**src/rtl/anita3_phi_coincidence_trigger.sv**
```systemverilog
// rtl/anita3_phi_coincidence_trigger.sv - per-phi L1 stretch, L2 neighbour coincidence and trigger FSM
// Events seen while not ARMED are counted in a saturating dropped counter.
module anita3_phi_coincidence_trigger #(
  parameter int NUM_PHI = 16,
  parameter int WINDOW  = 4,
  parameter int HOLDOFF = 8
) (
  input  logic               clk250_i,
  input  logic               rst_n_i,
  input  logic [NUM_PHI-1:0] V_pol_phi_i,
  input  logic [NUM_PHI-1:0] H_pol_phi_i,
  input  logic               enable_i,
  input  logic               trig_ack_i,
  input  logic               clear_i,
  output logic               trig_valid_o,
  output logic [NUM_PHI-1:0] trig_vphi_o,
  output logic [NUM_PHI-1:0] trig_hphi_o,
  output logic [15:0]        dropped_o,
  output logic               busy_o
);

  typedef enum logic [1:0] {ST_IDLE, ST_ARMED, ST_PENDING, ST_HOLDOFF} state_t;

  localparam logic [3:0] WIN4  = 4'(WINDOW);
  localparam logic [7:0] HOLD8 = 8'(HOLDOFF);

  logic [3:0]         v_cnt_q [NUM_PHI];
  logic [3:0]         v_cnt_d [NUM_PHI];
  logic [3:0]         h_cnt_q [NUM_PHI];
  logic [3:0]         h_cnt_d [NUM_PHI];
  logic [NUM_PHI-1:0] v_s_q, v_s_d, h_s_q, h_s_d;
  logic [NUM_PHI-1:0] v_l2_q, v_l2_d, h_l2_q, h_l2_d;
  logic [NUM_PHI-1:0] vphi_q, hphi_q;
  state_t             state_q, state_d;
  logic [7:0]         hold_q, hold_d;
  logic [15:0]        dropped_q, dropped_d;
  logic               valid_q, busy_q;
  logic               event_w, capture_w;

  // A sector counts only if at least one ring neighbour is also stretched high.
  function automatic logic [NUM_PHI-1:0] l2_of(input logic [NUM_PHI-1:0] s);
    logic [NUM_PHI-1:0] r;
    r = '0;
    for (int j = 0; j < NUM_PHI; j++) begin
      r[j] = s[j] & (s[(j + 1) % NUM_PHI] | s[(j + NUM_PHI - 1) % NUM_PHI]);
    end
    return r;
  endfunction

  always_comb begin
    v_s_d = '0;
    h_s_d = '0;
    for (int j = 0; j < NUM_PHI; j++) begin
      v_cnt_d[j] = V_pol_phi_i[j] ? WIN4 : ((v_cnt_q[j] != 4'd0) ? v_cnt_q[j] - 4'd1 : 4'd0);
      h_cnt_d[j] = H_pol_phi_i[j] ? WIN4 : ((h_cnt_q[j] != 4'd0) ? h_cnt_q[j] - 4'd1 : 4'd0);
      v_s_d[j]   = (v_cnt_d[j] != 4'd0);
      h_s_d[j]   = (h_cnt_d[j] != 4'd0);
    end
    v_l2_d = l2_of(v_s_q);
    h_l2_d = l2_of(h_s_q);
  end

  assign event_w = (|v_l2_q) | (|h_l2_q);

  always_comb begin
    state_d   = state_q;
    hold_d    = hold_q;
    capture_w = 1'b0;
    case (state_q)
      ST_IDLE: begin
        if (enable_i) state_d = ST_ARMED;
      end
      ST_ARMED: begin
        if (event_w) begin
          state_d   = ST_PENDING;
          capture_w = 1'b1;
        end else if (!enable_i) begin
          state_d = ST_IDLE;
        end
      end
      ST_PENDING: begin
        if (trig_ack_i) begin
          state_d = ST_HOLDOFF;
          hold_d  = HOLD8;
        end
      end
      ST_HOLDOFF: begin
        if (hold_q <= 8'd1) begin
          state_d = enable_i ? ST_ARMED : ST_IDLE;
          hold_d  = 8'd0;
        end else begin
          hold_d = hold_q - 8'd1;
        end
      end
      default: state_d = ST_IDLE;
    endcase

    dropped_d = dropped_q;
    if (clear_i) begin
      dropped_d = 16'd0;
    end else if (event_w && (state_q != ST_ARMED) && (dropped_q != 16'hFFFF)) begin
      dropped_d = dropped_q + 16'd1;
    end
  end

  always_ff @(posedge clk250_i) begin
    if (!rst_n_i) begin
      for (int j = 0; j < NUM_PHI; j++) begin
        v_cnt_q[j] <= 4'd0;
        h_cnt_q[j] <= 4'd0;
      end
      v_s_q     <= '0;
      h_s_q     <= '0;
      v_l2_q    <= '0;
      h_l2_q    <= '0;
      vphi_q    <= '0;
      hphi_q    <= '0;
      state_q   <= ST_IDLE;
      hold_q    <= 8'd0;
      dropped_q <= 16'd0;
      valid_q   <= 1'b0;
      busy_q    <= 1'b0;
    end else begin
      for (int j = 0; j < NUM_PHI; j++) begin
        v_cnt_q[j] <= v_cnt_d[j];
        h_cnt_q[j] <= h_cnt_d[j];
      end
      v_s_q     <= v_s_d;
      h_s_q     <= h_s_d;
      v_l2_q    <= v_l2_d;
      h_l2_q    <= h_l2_d;
      if (capture_w) begin
        vphi_q <= v_l2_q;
        hphi_q <= h_l2_q;
      end
      state_q   <= state_d;
      hold_q    <= hold_d;
      dropped_q <= dropped_d;
      valid_q   <= (state_d == ST_PENDING);
      busy_q    <= (state_d == ST_PENDING) || (state_d == ST_HOLDOFF);
    end
  end

  assign trig_valid_o = valid_q;
  assign trig_vphi_o  = vphi_q;
  assign trig_hphi_o  = hphi_q;
  assign dropped_o    = dropped_q;
  assign busy_o       = busy_q;

endmodule

```
**config.mk**
```make
export PLATFORM = sky130hd
export DESIGN_NAME = anita3_phi_coincidence_trigger
export DESIGN_NICKNAME = d
export VERILOG_FILES = /design/src/rtl/anita3_phi_coincidence_trigger.sv
export SDC_FILE = /design/constraint.sdc
export NUM_CORES = 1
export LEC_CHECK = 0
export ABC_AREA = 1
export BUFFER_PORTS_ARGS = -buffer_cell sky130_fd_sc_hd__buf_2
export CAP_MARGIN = 0
export CORE_MARGIN = 4
export CORE_UTILIZATION = 39
export DETAILED_ROUTE_END_ITERATION = 8
export GPL_TIMING_DRIVEN = 0
export MAX_ROUTING_LAYER = met4
export SLEW_MARGIN = 40
export SYNTH_ARGS = -nofsm -noshare
export SYNTH_HDL_FRONTEND = slang
export SYNTH_SLANG_ARGS = --single-unit
```
**constraint.sdc**
```tcl
create_clock -name clk250_i -period 1.8 [get_ports clk250_i]
set_input_delay 0 -clock clk250_i [delete_from_list [all_inputs] [get_ports clk250_i]]
set_output_delay 0 -clock clk250_i [all_outputs]
set_load 0.05 [all_outputs]
```
---- After elaboration in Yosys (flattened, before gate mapping) ----
Memory sizes are Yosys's and may differ from the RTL's.
Index checks and enable logic that the tools add are counted.
word-level totals
  logic and storage cells ................. 337
  memory bits (writable) .................. 128
  register bits after elaboration ......... 124
  output and inout bits ................... 50
  memories kept ........................... 2
  input bits .............................. 37
cells by class
  add/subtract/negate cells ............... 34
  magnitude comparators ................... 1
  bitwise gates (word level) .............. 98
  equality and inequality tests ........... 8
  multiplexer cells ....................... 110
  reductions and logical operators ........ 73
memories
  memory   depth  bits a word  read ports  clocked after Yosys merged registers in  write ports  line  text
  h_cnt_q  16     4            16          0                                        16           29    logic [3:0] h_cnt_q [NUM_PHI];
  v_cnt_q  16     4            16          0                                        16           27    logic [3:0] v_cnt_q [NUM_PHI];
operators by type and width
  kind                   number
  $mux 4                 96
  $reduce_bool 4->1      64
  $sub 4x1->4 const B    32
  $or 1x1->1             65
  $and 1x1->1            32
  $reduce_or 16->1       2
  $add 16x1->16 const B  1
  $mux 8                 2
  $ne 16x16->1 const B   1
  $pmux 8 s2             1
  $mux 2                 5
  $eq 2x2->1 const B     4
  $le 8x1->1 const B     1
  $pmux 2 s4             1
  $sub 8x1->8 const B    1
  $mux 1                 5
  $eq 2x1->1 const B     1
  $logic_and 1x1->1      2
  $logic_not 2->1        1
  $ne 2x1->1 const B     1
  $ne 2x2->1 const B     1
  $reduce_and 2->1       1
  $reduce_bool 2->1      1
  $reduce_or 2->1        1
  other kinds (2)        2

---- Logic depth before layout (Yosys ltp) ----
  depth after elaboration ................. 6
  mapped depth ............................ 11
  mapped depth without buffers ............ 10

---- Least setup slack after synthesis ----
OpenSTA, ideal clock, no wires.
  path kind ............................... register to register
  from .................................... reg dropped_q[0], in the netlist dropped_o[0]
  to ...................................... reg dropped_q[4], in the netlist dropped_o[4]
  setup time .............................. 0.070 ns
  buffers on the path ..................... 1
  cell stages (with the launch flop) ...... 9
  clock period less this slack ............ 1.960 ns
  slack ................................... -0.160 ns
  arrival time ............................ 1.890 ns
  data required time ...................... 1.730 ns
  path through ............................ dfxtp_1 ha_1 nand2_2 nor2_4 nand4_4 nand3_2 buf_6 nand2_1 a21oi_1
between the ends
  cells in the longest elaborated chain, start to end .. 2
  elaborated cells between the ends (all ways) .. 3
  classes of those cells .................. add/sub: 1; eq/ne: 1; reduce/logical: 1
ends and longest elaborated chain
  element                                                                line  text
  start, declared                                                        36    logic [15:0] dropped_q, dropped_d;
  start signal, assigned                                                 138   dropped_q <= dropped_d;
  parallel branches: the longest is 2 deep, another holds $add 16x1->16  -
Parallel ways; which one is timed is not known.
A chain may end at the register's enable or synchronous reset.

---- Final worst setup path ----
  from .................................... reg dropped_q[0], in the netlist dropped_o[0]
  to ...................................... reg dropped_q[14], in the netlist dropped_o[14]
Same word-level chain as after synthesis.

==> out/qor.txt <==
outcome: complete, no violations
global route total overflow: 0
pin count of the biggest net entering global routing: 13
final worst path period need: 1.69 ns
clock-pin slew on the worst setup and hold paths: 0.06 ns
# fillers: 2,603
worst vdd ir: 0.564 mV
Finished Layout Cells: 1,886
drc violations: 0
Worst slew margin: 0.578
synthesized cell area: 10,400 sq um
final setup fails: 0
unrepaired setup endpoints after global routing: no
cell area after layout: 12,500 sq um
Seq cells post-synth: 251
Clock Tree Buf Depth: 3
WP data required: 2.25 ns
power density over the cells: 1080 nW/um^2
Finished Core Util: 0.478
Post-synth ARST share: 0
drt pass-1 iters: 5
hold crit path type: in -> reg
initial antenna violation count: 0
Sink Count: 251
Arrival @ worst endpoint: 2.13 ns
share of cells above drive strength 1: 0.101
Cells after Synth: 1,384
Final Skew: 0.0104 ns
critical path class: reg -> reg
# nets final: 1,608
Max Slew Vio Count: 0
Setup TNS: 0 ns
syn nets: 1,456
placer congestion estimate: 0.852
clock buffer count from CTS: 26
CP peak stage delay: 0.40 ns
Crit path buffers/inverters: 1
CP endpoint kind: flop
Initial Utilization: 0.399
maximum clock frequency: 593 MHz
CTS tree: built
startpoint types: flop
Worst-Margin Slew: 0.633 ns
DRT iter0 DRCs: 506
vias in the first global route: 8,427
Critical Path Fanout Max: 8
Leak: 5.80 nW
register area share after synthesis: 0.482
Detail Route Antenna Nets: 0
die footprint: 29,400 sq um
hold_ws: 0.202 ns
I/O pin cnt: 87
WL per Instance: 12.5 microns
Netlist cell types: 30
root buffer cell: clkbuf_16
IO Port Bufs: 85
Syn Area/Cell: 7.53 sq um
depth of the CTS H-tree: 1
GRT Overall Usage: 0.165
worst skew pair latency: 0.53 ns
Post-synth EDFFs: 0
Worst path slowest cell: dfxtp_2
crit path cell chain: ha_2, nand2_2, nor2_4, nand4_4, nand3_4, buf_12, nand2_1, a21oi_1
warnings from Yosys: 0
vias: 9,095
final hold vios: 0
first-pass GRT wire length: 39,200 microns
Area Overhead vs Synth: 19.8%
final worst-path cycle share: 0.936
Ant. Diodes: 0
Core Area: 26,100 sq um
placed inst area: 11,300 sq um
chip height: 171 microns
std cell rows: 59
final wirelength: 23,600 microns
placed cells: 1,804
Max Cap Viol: 0
Vias/cell: 4.82
Top delay family on crit path: simple AND/OR/NAND/NOR gates
Most used DFF post-synth: dfxtp_1
Final HPWL DP: 17,600 microns
Die X: 171 microns
-- layout make-up --
class	count	area, sq um	share of cell area
buffer	30	149	0.0119
clock buffer	41	778	0.0623
clock inverter	2	10.0	0.000802
inverter	257	965	0.0773
multi-input combinational	846	4310	0.346
sequential	251	5030	0.403
tap	335	419	0.0336
timing repair buffer	124	821	0.0658
-- cell families (layout without fill, tap and decap cells) --
logic type	count (synthesis)	in the layout	share of synthesized area
buffers and inverters	287	454	0.106
xor gates and xnor gates	13	13	0.0109
DFF	251	251	0.482
AOI/OAI and AO/OA	211	211	0.114
and+or+nand+nor	587	587	0.244
adders and majority gates	35	35	0.0420
-- registers in the layout, summed over array words and instances (netlist names), 8 cells and up --
name	flops
hold_q	8
v_s_q	16
v_l2_q	16
dropped_o	16
trig_hphi_o	16
h_l2_q	16
trig_vphi_o	16
h_cnt_q	64
v_cnt_q	64
h_s_q	16
-- worst register-to-register path: stages (launching register included) --
cell	delay, ns
dfxtp_2	0.40
ha_2	0.25
nand2_2	0.09
nor2_4	0.16
nand4_4	0.21
nand3_4	0.16
buf_12	0.12
nand2_1	0.04
a21oi_1	0.16
-- stage by stage --
stage	power [mW]	worst slack, ns
2_1_floorplan	7.97	0.0507
3_3_place_gp	8.50	-0.0366
3_5_place_dp	8.55	-0.0281
4_1_cts	13.7	0.0248
5_1_grt	14.3	0.00234
6_report	13.5	0.114
-- synth_stat cells (2+ instances only) --
cell type,instances,share of area
a31oi_1,24,0.014
a21oi_1,54,0.026
dfxtp_1,251,0.48
nand4_1,30,0.018
o21ai_0,87,0.042
buf_2,16,0.0077
or3_1,13,0.0078
clkbuf_1,12,0.0043
inv_1,255,0.092
inv_2,2,0.00072
o21ai_1,4,0.0019
a211oi_1,33,0.024
xor2_1,12,0.010
nor2_1,268,0.097
nor3_1,30,0.014
nor2_4,2,0.0022
nand3_1,102,0.049
nand2_1,132,0.048
ha_1,35,0.042
o211ai_1,7,0.0050
nand3b_1,6,0.0043
-- placed cells by master (no fill, tap or decap), drive strengths merged, types with 30 or more instances in the layout --
master       synthesis  routed
ha                  35      35
nand2              133     133
a21oi               54      54
nand4               31      31
a211oi              33      33
inv                257     257
nor2               270     270
nand3              103     103
clkbuf              12      52
o21ai               91      91
buf                 18     107
nor3                30      30
dfxtp              251     251
dlygate4sd3          0      36
-- what timing repair did --
item                                    4_1_cts  5_1_grt
pin swaps                                     0        4
buffers inserted                              0        3
endpoints found under the setup margin       42       46
hold buffers                                 36        0
hold endpoints to repair                    172        0
gates resized for setup                       3       11
-- path summary, 6_finish.rpt --
check / start / end / slack (ns) / cells past startpoint
worst max register to register: dropped_o[0] / dropped_o[14] / 0.11 / 8
worst min register to register: v_cnt_q[0][20] / v_cnt_q[0][20] / 0.42 / 1
worst min-delay path: V_pol_phi_i[0] / v_cnt_q[0][3] / 0.20 / 3
worst max-delay path: dropped_o[0] / dropped_o[14] / 0.11 / 8
-- power breakdown --
group	total [mW]	leakage [nW]	switching [mW]	internal [mW]
clock	5.01	0.387	2.08	2.93
sequential	6.31	2.07	0.255	6.05
combinational	2.19	3.35	1.44	0.753
-- per-layer routing --
layer / vias to the layer above / share of wire / wire length, microns / global-route usage
met2: 160 / 0.47 / 11100 / 0.281
li1: 4782 / - / - / -
met5: - / 0 / 0 / -
met4: 0 / 0.021 / 501 / 0.0451
met3: 38 / 0.051 / 1210 / 0.0257
met1: 4115 / 0.46 / 10900 / 0.204
No activity file was read; power rests on OpenSTA's default activity.
